File: src/rtl/board_level_data_receiver_link_pkg.sv
// Shared types, constants and the CRC-8 step for the link-layer receiver.
package board_level_data_receiver_link_pkg;

  typedef enum logic [1:0] {
    IDLE  = 2'd0,
    RECV  = 2'd1,
    CLOSE = 2'd2
  } state_t;

  typedef enum logic [1:0] {
    DROP_CRC      = 2'd0,
    DROP_OVERFLOW = 2'd1,
    DROP_FORMAT   = 2'd2,
    DROP_ABORT    = 2'd3
  } drop_reason_t;

  localparam logic [7:0] CRC8_POLY = 8'h07;
  localparam logic [7:0] CRC8_INIT = 8'h00;

  typedef struct packed {
    logic       last;
    logic [7:0] data;
  } fifo_entry_t;

  // One byte through CRC-8, MSB first, no reflection, no final XOR.
  function automatic logic [7:0] crc8_step(input logic [7:0] crc, input logic [7:0] b);
    logic [7:0] c;
    c = crc ^ b;
    for (int i = 0; i < 8; i++) begin
      c = c[7] ? ({c[6:0], 1'b0} ^ CRC8_POLY) : {c[6:0], 1'b0};
    end
    return c;
  endfunction

endpackage

File: src/rtl/board_level_data_receiver_link_if.sv
// Byte stream leaving the receiver: valid/ready with a last-byte marker.
interface board_level_data_receiver_link_if;
  logic [7:0] m_data;
  logic       m_last;
  logic       m_valid;
  logic       m_ready;

  modport master (output m_data, output m_last, output m_valid, input m_ready);
  modport slave  (input m_data, input m_last, input m_valid, output m_ready);
endinterface

File: src/rtl/board_level_data_receiver_frame_buffer.sv
// Commit/rollback FIFO: writes stay invisible to the reader until committed.
module board_level_data_receiver_frame_buffer
  import board_level_data_receiver_link_pkg::*;
#(
  parameter int ADDR_W = 6
) (
  input  logic        clk,
  input  logic        rst_n,
  input  logic        wr_en,
  input  fifo_entry_t wr_entry,
  input  logic        commit,
  input  logic        rollback,
  input  logic        rd_en,
  output fifo_entry_t rd_entry,
  output logic        rd_valid,
  output logic        full
);

  localparam int DEPTH = 1 << ADDR_W;
  localparam logic [ADDR_W:0] PTR_ONE = 1;

  logic [ADDR_W:0] wptr, cptr, rptr;
  fifo_entry_t     mem [DEPTH];
  logic            wr_fire, rd_fire;

  assign rd_valid = (rptr != cptr);
  assign rd_fire  = rd_en & rd_valid;
  // Full is MSBs differing with equal low bits; a read this cycle frees a slot.
  assign full     = (wptr[ADDR_W] != rptr[ADDR_W]) &&
                    (wptr[ADDR_W-1:0] == rptr[ADDR_W-1:0]) && !rd_fire;
  assign wr_fire  = wr_en & ~full & ~rollback;
  assign rd_entry = mem[rptr[ADDR_W-1:0]];

  // Storage array write.
  // NOTE: the data array has no reset; only the pointers decide what is visible.
  always_ff @(posedge clk) begin
    if (wr_fire) mem[wptr[ADDR_W-1:0]] <= wr_entry;
  end

  // Pointer update: rollback rewinds writes, commit publishes them (incl. this cycle's write).
  always_ff @(posedge clk) begin
    if (!rst_n) begin
      wptr <= '0;
      cptr <= '0;
      rptr <= '0;
    end else begin
      if (rd_fire) rptr <= rptr + PTR_ONE;
      if (rollback)     wptr <= cptr;
      else if (wr_fire) wptr <= wptr + PTR_ONE;
      if (commit) cptr <= wr_fire ? (wptr + PTR_ONE) : wptr;
    end
  end

endmodule

File: src/rtl/board_level_data_receiver_link.sv
// Link receiver: packs 6-bit symbols into bytes, checks CRC-8, releases good frames.
module board_level_data_receiver_link
  import board_level_data_receiver_link_pkg::*;
#(
  parameter int ADDR_W = 6
) (
  input  logic                             clk,
  input  logic                             rst_n,
  input  logic                             frame_start,
  input  logic                             frame_end,
  input  logic [5:0]                       data,
  input  logic                             valid,
  board_level_data_receiver_link_if.master m,
  output logic                             frame_ok,
  output logic                             frame_drop,
  output logic [1:0]                       drop_reason
);

  state_t       state, state_d;
  logic [12:0]  acc, acc_d;
  logic [3:0]   cnt, cnt_d;
  logic [7:0]   h1, h1_d, h0, h0_d;
  logic [1:0]   nb, nb_d;          // bytes seen this frame, saturating at 2
  logic [7:0]   crc, crc_d;
  logic         ovf, ovf_d;
  logic         ok_q, ok_d, drop_q, drop_d;
  drop_reason_t reason_q, reason_d;

  logic         is_start, is_end, is_data;
  logic [12:0]  sh;
  logic [3:0]   cnt_sh;
  logic         byte_rdy, resid_nz;
  logic [7:0]   new_byte;

  logic         wr_en, commit, rollback, full;
  fifo_entry_t  wr_entry, rd_entry;

  assign is_start = valid & frame_start;
  assign is_end   = valid & frame_end & ~frame_start;
  assign is_data  = valid & ~frame_start & ~frame_end;

  assign sh       = {acc[6:0], data};
  assign cnt_sh   = cnt + 4'd6;
  assign byte_rdy = (cnt_sh >= 4'd8);
  assign new_byte = 8'(sh >> (cnt_sh - 4'd8));
  assign resid_nz = |(acc & ((13'd1 << cnt) - 13'd1));

  // Next-state, packer, hold-back pipeline and close decision.
  always_comb begin
    // NOTE: every variable gets a default first so no path can infer a latch.
    state_d  = state;
    acc_d    = acc;
    cnt_d    = cnt;
    h1_d     = h1;
    h0_d     = h0;
    nb_d     = nb;
    crc_d    = crc;
    ovf_d    = ovf;
    ok_d     = 1'b0;
    drop_d   = 1'b0;
    reason_d = reason_q;
    wr_en    = 1'b0;
    wr_entry = '0;
    commit   = 1'b0;
    rollback = 1'b0;

    unique case (state)
      IDLE: if (is_start) state_d = RECV;
      RECV: begin
        if (is_start) begin
          drop_d   = 1'b1;
          reason_d = DROP_ABORT;
          rollback = 1'b1;
        end else if (is_end) begin
          state_d = CLOSE;
        end else if (is_data) begin
          acc_d = sh;
          cnt_d = cnt_sh;
          if (byte_rdy) begin
            cnt_d = cnt_sh - 4'd8;
            if (nb == 2'd2) begin
              wr_en         = 1'b1;
              wr_entry.data = h1;
              crc_d         = crc8_step(crc, h1);
              ovf_d         = ovf | full;
            end
            h1_d = h0;
            h0_d = new_byte;
            nb_d = (nb == 2'd2) ? 2'd2 : nb + 2'd1;
          end
        end
      end
      CLOSE: begin
        state_d = is_start ? RECV : IDLE;
        if (ovf) begin
          drop_d = 1'b1; reason_d = DROP_OVERFLOW;
        end else if (nb != 2'd2 || resid_nz) begin
          drop_d = 1'b1; reason_d = DROP_FORMAT;
        end else if (crc8_step(crc, h1) != h0) begin
          drop_d = 1'b1; reason_d = DROP_CRC;
        end else if (full) begin
          drop_d = 1'b1; reason_d = DROP_OVERFLOW;
        end else begin
          wr_en         = 1'b1;
          wr_entry.last = 1'b1;
          wr_entry.data = h1;
          commit        = 1'b1;
          ok_d          = 1'b1;
        end
        rollback = drop_d;
      end
      default: state_d = IDLE;
    endcase

    // A new frame (or leaving CLOSE) starts from a clean context.
    if ((state == IDLE && is_start) || (state == RECV && is_start) || state == CLOSE) begin
      acc_d = '0;
      cnt_d = '0;
      h1_d  = '0;
      h0_d  = '0;
      nb_d  = '0;
      crc_d = CRC8_INIT;
      ovf_d = 1'b0;
    end
  end

  // Frame context and status pulse registers.
  always_ff @(posedge clk) begin
    // NOTE: state registers use non-blocking assignments so all update together at the edge.
    if (!rst_n) begin
      state    <= IDLE;
      acc      <= '0;
      cnt      <= '0;
      h1       <= '0;
      h0       <= '0;
      nb       <= '0;
      crc      <= CRC8_INIT;
      ovf      <= 1'b0;
      ok_q     <= 1'b0;
      drop_q   <= 1'b0;
      reason_q <= DROP_CRC;
    end else begin
      state    <= state_d;
      acc      <= acc_d;
      cnt      <= cnt_d;
      h1       <= h1_d;
      h0       <= h0_d;
      nb       <= nb_d;
      crc      <= crc_d;
      ovf      <= ovf_d;
      ok_q     <= ok_d;
      drop_q   <= drop_d;
      reason_q <= reason_d;
    end
  end

  board_level_data_receiver_frame_buffer #(.ADDR_W(ADDR_W)) u_buf (
    .clk      (clk),
    .rst_n    (rst_n),
    .wr_en    (wr_en),
    .wr_entry (wr_entry),
    .commit   (commit),
    .rollback (rollback),
    .rd_en    (m.m_ready),
    .rd_entry (rd_entry),
    .rd_valid (m.m_valid),
    .full     (full)
  );

  assign m.m_data    = rd_entry.data;
  assign m.m_last    = rd_entry.last;
  assign frame_ok    = ok_q;
  assign frame_drop  = drop_q;
  assign drop_reason = reason_q;

endmodule

File: src/flat_wrapper.sv
// flat-port wrapper written by rule: the top's interface ports become plain ports
module board_level_data_receiver_link_flat import board_level_data_receiver_link_pkg::*;
#(
  parameter int ADDR_W = 6
)
  (clk, rst_n, frame_start, frame_end, data, valid, frame_ok, frame_drop, drop_reason, m_m_data, m_m_last, m_m_valid, m_m_ready);
  board_level_data_receiver_link_if m_i ();
  input  logic clk;
  input  logic rst_n;
  input  logic frame_start;
  input  logic frame_end;
  input  logic [5:0] data;
  input  logic valid;
  output logic frame_ok;
  output logic frame_drop;
  output logic [1:0] drop_reason;
  output wire logic [$bits(m_i.m_data)-1:0] m_m_data;
  output wire logic [$bits(m_i.m_last)-1:0] m_m_last;
  output wire logic [$bits(m_i.m_valid)-1:0] m_m_valid;
  input wire logic [$bits(m_i.m_ready)-1:0] m_m_ready;
  assign m_m_data = m_i.m_data;
  assign m_m_last = m_i.m_last;
  assign m_m_valid = m_i.m_valid;
  assign m_i.m_ready = m_m_ready;
  board_level_data_receiver_link #(.ADDR_W(ADDR_W)) u_core (.clk(clk), .rst_n(rst_n), .frame_start(frame_start), .frame_end(frame_end), .data(data), .valid(valid), .m(m_i), .frame_ok(frame_ok), .frame_drop(frame_drop), .drop_reason(drop_reason));
endmodule
File: config.mk
export PLATFORM = sky130hd
export DESIGN_NAME = board_level_data_receiver_link_flat
export DESIGN_NICKNAME = d
export VERILOG_FILES = /design/src/rtl/board_level_data_receiver_link_pkg.sv /design/src/rtl/board_level_data_receiver_link_if.sv /design/src/rtl/board_level_data_receiver_frame_buffer.sv /design/src/rtl/board_level_data_receiver_link.sv /design/src/flat_wrapper.sv
export SDC_FILE = /design/constraint.sdc
export NUM_CORES = 1
export LEC_CHECK = 0
export ABC_AREA = 1
export CORE_UTILIZATION = 65
export CTS_BUF_LIST = sky130_fd_sc_hd__clkbuf_8
export DETAILED_ROUTE_END_ITERATION = 8
export DONT_BUFFER_PORTS = 1
export PLACE_DENSITY = 0.84
export REMOVE_ABC_BUFFERS = 1
export SETUP_SLACK_MARGIN = 0.4
export SLEW_MARGIN = 20
export SYNTH_ARGS = -nofsm -noshare
export SYNTH_HDL_FRONTEND = slang
export SYNTH_HIERARCHICAL = 1
export SYNTH_SLANG_ARGS = --single-unit
File: constraint.sdc
create_clock -name clk -period 4.6 [get_ports clk]
set_input_delay 0.92 -clock clk [delete_from_list [all_inputs] [get_ports clk]]
set_output_delay 0.92 -clock clk [all_outputs]
set_load 0.1 [all_outputs]
==> qor.csv <==
stage;metric;value;unit
sta;fmax;0.2422;GHz
floorplan;die_area;43190;µm²
cts;numCtsBuffers;99;
logic_synthesis;synth_top_cells_by_area;edfxtp_1 63%, o21ai_0 6.4%, nand2_1 6.3%, dfxtp_1 5.5%, nor2_1 5.3%;
detailed_routing;drt_first_pass_iters;7;
sta;slew_headroom;0.2644;
setup_path;worstSetupPathType;reg2out;
detailed_routing;drc_errors;0;
setup_path;cp-end-kind;primary output;
placed_design;place_area;28180;µm²
power;internal-power;0.009156;W
power;power_frac_clock;0.372;
power;p_comb_frac;0.102;
sta;worstMarginPinSlew;1.100;ns
setup_path;crit_chain;buf_8 -> o21ai_0 -> o22ai_1 -> nand2_1 -> nand2_1 -> nand2_1 -> nand3_1 -> nand3_1 -> nand2_1 -> buf_4;
logic_synthesis;synth_flop_cell;edfxtp_1;
setup_path;critPathLaunchType;register;
detailed_routing;vias_per_cell;6.327;
power;seq_power_share;0.526;
layout;post-route-cell-area;30540;µm²
logic_synthesis;yosysMostFrequentCell;edfxtp_1;
sta;setup_viol;0;
worst_hold_path;worstHoldStart;rst_n;
cts;hold_buffers;0;
setup_path;arrival;3.21;ns
layout;area_growth;10.91;%
setup_path;slowest_stage;dfxtp_4;
cts;cts.htree.levels;3;
sta;fin_crit_sh;0.8977;
power;power.density;405.5;nW/µm²
setup_path;r2r-start;u_core/cnt[1];
logic_synthesis;synth_area_per_cell;10.81;µm²
sta;rsz0062_at_grt;false;
detailed_routing;vias;20060;
floorplan;die_w;207.8;µm
logic_synthesis;postSynthCellCount;2547;
power;p_leak;12.56;nW
global_routing;grt_overflow;0;
layout;finalNetCount;2582;
floorplan;start_util;0.6580;
placed_design;place_ws;0.3100;ns
detailed_routing;drt-initial-drc-count;3067;
sta;slew_violations;0;
logic_synthesis;synth_edf_count;576;
layout;n_antenna_cell;0;
global_routing;antenna_found_initial;1;
power;swShare;0.2608;
placed_design;dp_hpwl;40760;µm
sta;fin_ws;0.4706;ns
detailed_routing;routed-wl-met2;33760;µm
power;netSwitchingPower;0.003230;W
setup_path;cp_common_cell;nand2_1;
placed_design;io_buffer_count;0;
global_routing;grt_pass1_vias;19370;
detailed_routing;topRoutingLayerUsed;met5;
global_routing;grt_pass1_wl;107400;µm
worst_hold_path;hold_path_class;in2reg;
logic_synthesis;netlist_top_cells_count;576 x edfxtp_1, 464 x nand2_1, 389 x nor2_1, 350 x o21ai_0, 146 x o22ai_1;
sta;skew;0.04873;ns
cts;clk_latency;0.68;ns
power;peakVddDrop;0.4033;mV
detailed_routing;met3_wirelength;9112;µm
setup_path;required;3.68;ns
cts;clk_pin_slew_worst_paths;0.06;ns
detailed_routing;wl;71340;µm
cts;cts_tree;yes;
logic_synthesis;synth_area_leader_cell;edfxtp_1;
setup_path;worst-path-max-fanout;58;
logic_synthesis;synth_cell_types;38;
logic_synthesis;ys.warnings.count;6;
floorplan;std_cell_rows;75;
setup_path;max_stage_delay;0.60;ns
detailed_routing;postRouteAntennaNets;0;
logic_synthesis;ys_ff_latch;651;
logic_synthesis;synth_seq_area_share;0.6826;
global_routing;gr-usage-all-layers;0.3283;
logic_synthesis;synthArstFlopShare;0;
global_routing;grt_max_degree;116;
floorplan;core_area;41850;µm²
detailed_routing;wl_met1;25990;µm
cts;cts_max_path_buffers;3;
layout;drive_gt1_frac;0.1151;
layout;final_core_util;0.7298;
sta;fin_crit;4.129;ns
sta;hold_viol;0;
placed_design;gp_congestion;0.9189;
job;cap_violations;0;
outcome;status;finished clean;
logic_synthesis;synth_top_area_share;0.6281;
floorplan;pin_count;26;
floorplan;die_y;207.8;µm
logic_synthesis;syn_area;27540;µm²
cts;root_buffer;clkbuf_8;
detailed_routing;wire_per_inst;22.50;µm
cts;cts_sinks;651;
## placed cells by master, fill, tap and decap left out, types with 5 or more instances in the layout
cell	instances
clkinv_1	20
dfxtp_1	71
ha_1	15
nor2_1	330
a31oi_1	5
clkbuf_8	107
nand2_4	7
inv_2	9
nand4_1	10
bufinv_16	5
buf_12	11
nand2_2	16
nand2_1	464
nor2_2	31
buf_4	27
clkinv_2	10
xnor2_1	7
edfxtp_1	576
o21ai_0	350
inv_1	142
nand3_1	106
xor2_1	7
nor2_4	43
a21oi_1	68
o22ai_1	146
## final cells by class
type / count / area (µm²)
Timing Repair Buffer: 49 / 638.1
Clock buffer: 107 / 1473
Fill cell: 2659 / 11310
Inverter: 121 / 469.2
Tap cell: 539 / 674.4
Clock inverter: 71 / 431.7
Sequential cell: 651 / 18810
Multi-Input combinational cell: 1633 / 8049
## timing repair
item | CTS | global route
gates resized for setup | 15 | 95
pin swaps | 0 | 1
gates cloned | 1 | 2
buffers inserted | 1 | 0
setup endpoints to repair | 227 | 540
## per-stage QoR
| stage | total power (W) | std cells | hold slack, ns | TNS [ns] |
|---|---|---|---|---|
| CTS | 0.01232 | 3169 | 0.3416 | 0 |
| finish | 0.01239 | 3171 | 0.3770 | 0 |
| detailed placement | 0.007770 | 2989 | 0.4646 | 0 |
| floorplan | 0.007464 | 2404 | 0.4407 | -54.54 |
| global placement | 0.007752 | 2989 | 0.4564 | 0 |
| global route | 0.01277 | 3171 | 0.3613 | 0 |
## final timing paths
kind	end	slack [ns]	cells past startpoint
setup reg to reg	u_core/u_buf/mem[14][2]	0.73	20
hold reg to reg	u_core/acc[9]	0.47	2
hold / removal	u_core/drop_reason[1]	0.38	2
setup / recovery	m_m_data[5]	0.47	10
## critical path: cells and delay by family, from the launching register on
family / cells / cell delay, ns
AO/OA/AOI/OAI: 2 / 0.41
flip-flops: 1 / 0.60
buffers and inverters: 2 / 0.65
AND/OR/NAND/NOR: 6 / 0.82
## per-layer routing
layer / GRT usage / vias up
met4: 0.1333 / 4
met5: 0 / -
li1: - / 8977
met2: 0.5288 / 1451
met3: 0.08260 / 192
met1: 0.4301 / 9439
## sequential cells by signal, summed over array words and instances, names as in the netlist, named ones only
name and count:
u_core/acc 13, u_core/cnt 2, u_core/crc 8, u_core/drop_reason 2
u_core/frame_drop 1, u_core/frame_ok 1, u_core/h0 8, u_core/h1 8
u_core/nb 2, u_core/ovf 1, u_core/state 2, u_core/u_buf/cptr 7
u_core/u_buf/mem 576, u_core/u_buf/rptr 7, u_core/u_buf/wptr 7
## power groups by stage
stage               clock [W]  combinational (W)  sequential (W)
CTS                   0.00463            0.00117         0.00651
detailed placement          0            0.00113         0.00664
global placement            0            0.00112         0.00663
global route          0.00488            0.00137         0.00652
floorplan                   0           0.000809         0.00666
finish                0.00460            0.00127         0.00652
## logic make-up (layout without fill, tap and decap cells)
| kind of cell | after synthesis | in the layout | synth area share |
|---|---|---|---|
| compound gates | 575 | 575 | 0.1124 |
| xor+xnor | 15 | 15 | 0.005044 |
| fa+ha+maj | 15 | 15 | 0.006815 |
| buf+inv | 264 | 348 | 0.03876 |
| flops | 651 | 651 | 0.6826 |
| simple gates | 1027 | 1028 | 0.1544 |
Note: power is estimated with default switching activity, not from simulation.
==> edit: new RTL, config.mk and constraints unchanged <==
Encoding of `state_t`: now one-hot (3 bits for 3 states).
--- a/src/rtl/board_level_data_receiver_link_pkg.sv
+++ b/src/rtl/board_level_data_receiver_link_pkg.sv
@@ -1,10 +1,10 @@
 // Shared types, constants and the CRC-8 step for the link-layer receiver.
 package board_level_data_receiver_link_pkg;
 
-  typedef enum logic [1:0] {
-    IDLE  = 2'd0,
-    RECV  = 2'd1,
-    CLOSE = 2'd2
+  typedef enum logic [2:0] {
+    IDLE  = 3'b001,
+    RECV  = 3'b010,
+    CLOSE = 3'b100
   } state_t;
 
   typedef enum logic [1:0] {
Check against the original RTL: same outputs for any inputs over 4 cycles, from zero or initial values and one cycle with rst_n low; so few cycles prove little.
==> edit against the unedited design <==
The run now ends with DRC left. Sequential power decreased by 3%. Sequential cell count decreased by 4. Worst hold slack got worse by 0.050 ns. Total power decreased by 7.9%. Wire length increased by 5.5%. Sequential share of layout area increased by 0.27 points. Final area decreased by 0.86%. Highest routed layer unchanged. Area after synthesis decreased by 0.66%. Largest power group unchanged. Setup slack got worse by 0.056 ns.
==> edit: results (changes against the unedited design) <==
Outcome
  • Outcome: finished, violations left
  • Violated checks: DRC

Finish
  • Share of layout cells above drive strength 1: 0.120 (+0.00463)
  • Cell Count, Final, Fillers Out: 3,130 (-1.3%)
  • Fillers: 2,464 (-7.3%)

Synthesis
  • Post-Synthesis Cells: 2,510 (-1.5%)
  • Ranking of synthesized cells by area: edfxtp_1, nand2_1, o21ai_0, nor2_1, dfxtp_1
  • Netlist cell types: 41 (+7.9%)
  • Synth top cells by count: edfxtp_1, nand2_1, nor2_1
  • Seq/Total Area, Yosys: 0.684 (+0.00160)

Routing
  • Met2 routed WL: 34.1 mm (+1.1%)
  • Vias: 20,900 (+4.0%)
  • Initial drt markers: 4,057 (+32%)
  • Met1 wire length: 25.9 mm (-0.51%)
  • Drt first pass iters: 9 (+2)
  • Post-route DRC: 32 (+32)
  • Met3 WL: 11.3 mm (+24%)
  • Routed WL: 75.3 mm (+5.5%)

Critical path
  • Reg2reg path depth: 17 (-15%)
  • Critical Path AT: 3.27 ns (+0.06 ns)
  • R2r setup slk: 0.66 ns (-0.07 ns)
  • CP Max Fanout: 41 (-29%)
  • R2r endpoint: u_core/u_buf/mem[47][3]$_DFFE_PP_

Global routing
  • First-pass GRT wire length: 110 mm (+2.0%)
  • Initial antenna violation count: 2 (+1)
  • Number of global-route vias before repair: 19,700 (+1.8%)
  • Total Routing Usage GR: 0.335 (+0.00682)
  • Pin count of the biggest net entering global routing: 145 (+25%)

Power and ir drop
  • Logic pwr share: 0.060 (-0.042)
  • Sequential logic power: 6.32 mW (-3%)
  • Net load switching power: 2.68 mW (-17%)
  • Internal power: 8.73 mW (-4.7%)
  • VDD IR-drop max: 0.237 mV (-41%)
  • Static leakage: 12.4 nW (-1.1%)

Clock tree
  • Clk_lat worst skew: 0.69 ns
  • Clock buffer depth: 3 (unchanged)
  • PostCTS Resize Cnt: 19 (+4)
  • CTS H-tree lvls: 3 (unchanged)

Placed design
  • Detailed Place HPWL: 41.4 mm (+1.6%)
  • GPL Wtd Cong: 0.991 (+7.9%)
  • Worst slack, placed: 0.273 ns (-0.0367 ns)
  • Placed Area: 28,000 sq um (-0.69%)
  • Dpl cells: 2,945 (-1.5%)

STA
  • Worst Clk Skew: 0.0388 ns (-0.00992 ns)
  • Relative slew slack: 0.336 (+0.0719)
  • Fin Hold WS: 0.327 ns (-0.0497 ns)
  • Final WS setup: 0.414 ns (-0.0563 ns)

Hold path
  • Hold EP: u_core/state[0]$_SDFFE_PN1P_
  • Worst hold path cell count: 1 (-1)
## edit: cell types whose count changed in the layout (fill, tap and decap cells not counted), sizes merged, moves of 3 or more
cell	delta
nand2	+17
a211oi	+16
dfxtp	-4
nand3	-3
o211ai	-3
ha	-7
buf	+8
bufinv	-3
nand4	+4
a21oi	-15
o21ai	-29
nor2	-3
clkinv	+8
inv	-23
## edit: layout make-up
cell class	count	area [sq um]	area share
sequential	647	18700	0.618
timing repair buffer	58	747	0.0247
timing repair inverter	1	11.3	0.000372
antenna	1	2.50	0.0000826
multi-input combinational	1612	7910	0.261
clock inverter	70	337	0.0111
inverter	103	417	0.0138
clock buffer	106	1460	0.0482
tap	532	666	0.0220
## edit: kinds of logic after synthesis
family	share of synthesized area
flops	0.684
buf+inv	0.0379
simple gates	0.159
fa+ha+maj	0.00366
xor+xnor	0.00531
compound gates	0.110
## edit: per-layer routing
metal  vias up  track usage
met2      1978        0.521
met4         2        0.157
met5         -            0
met3       395       0.0948
met1      9608        0.441
li1       8875            -
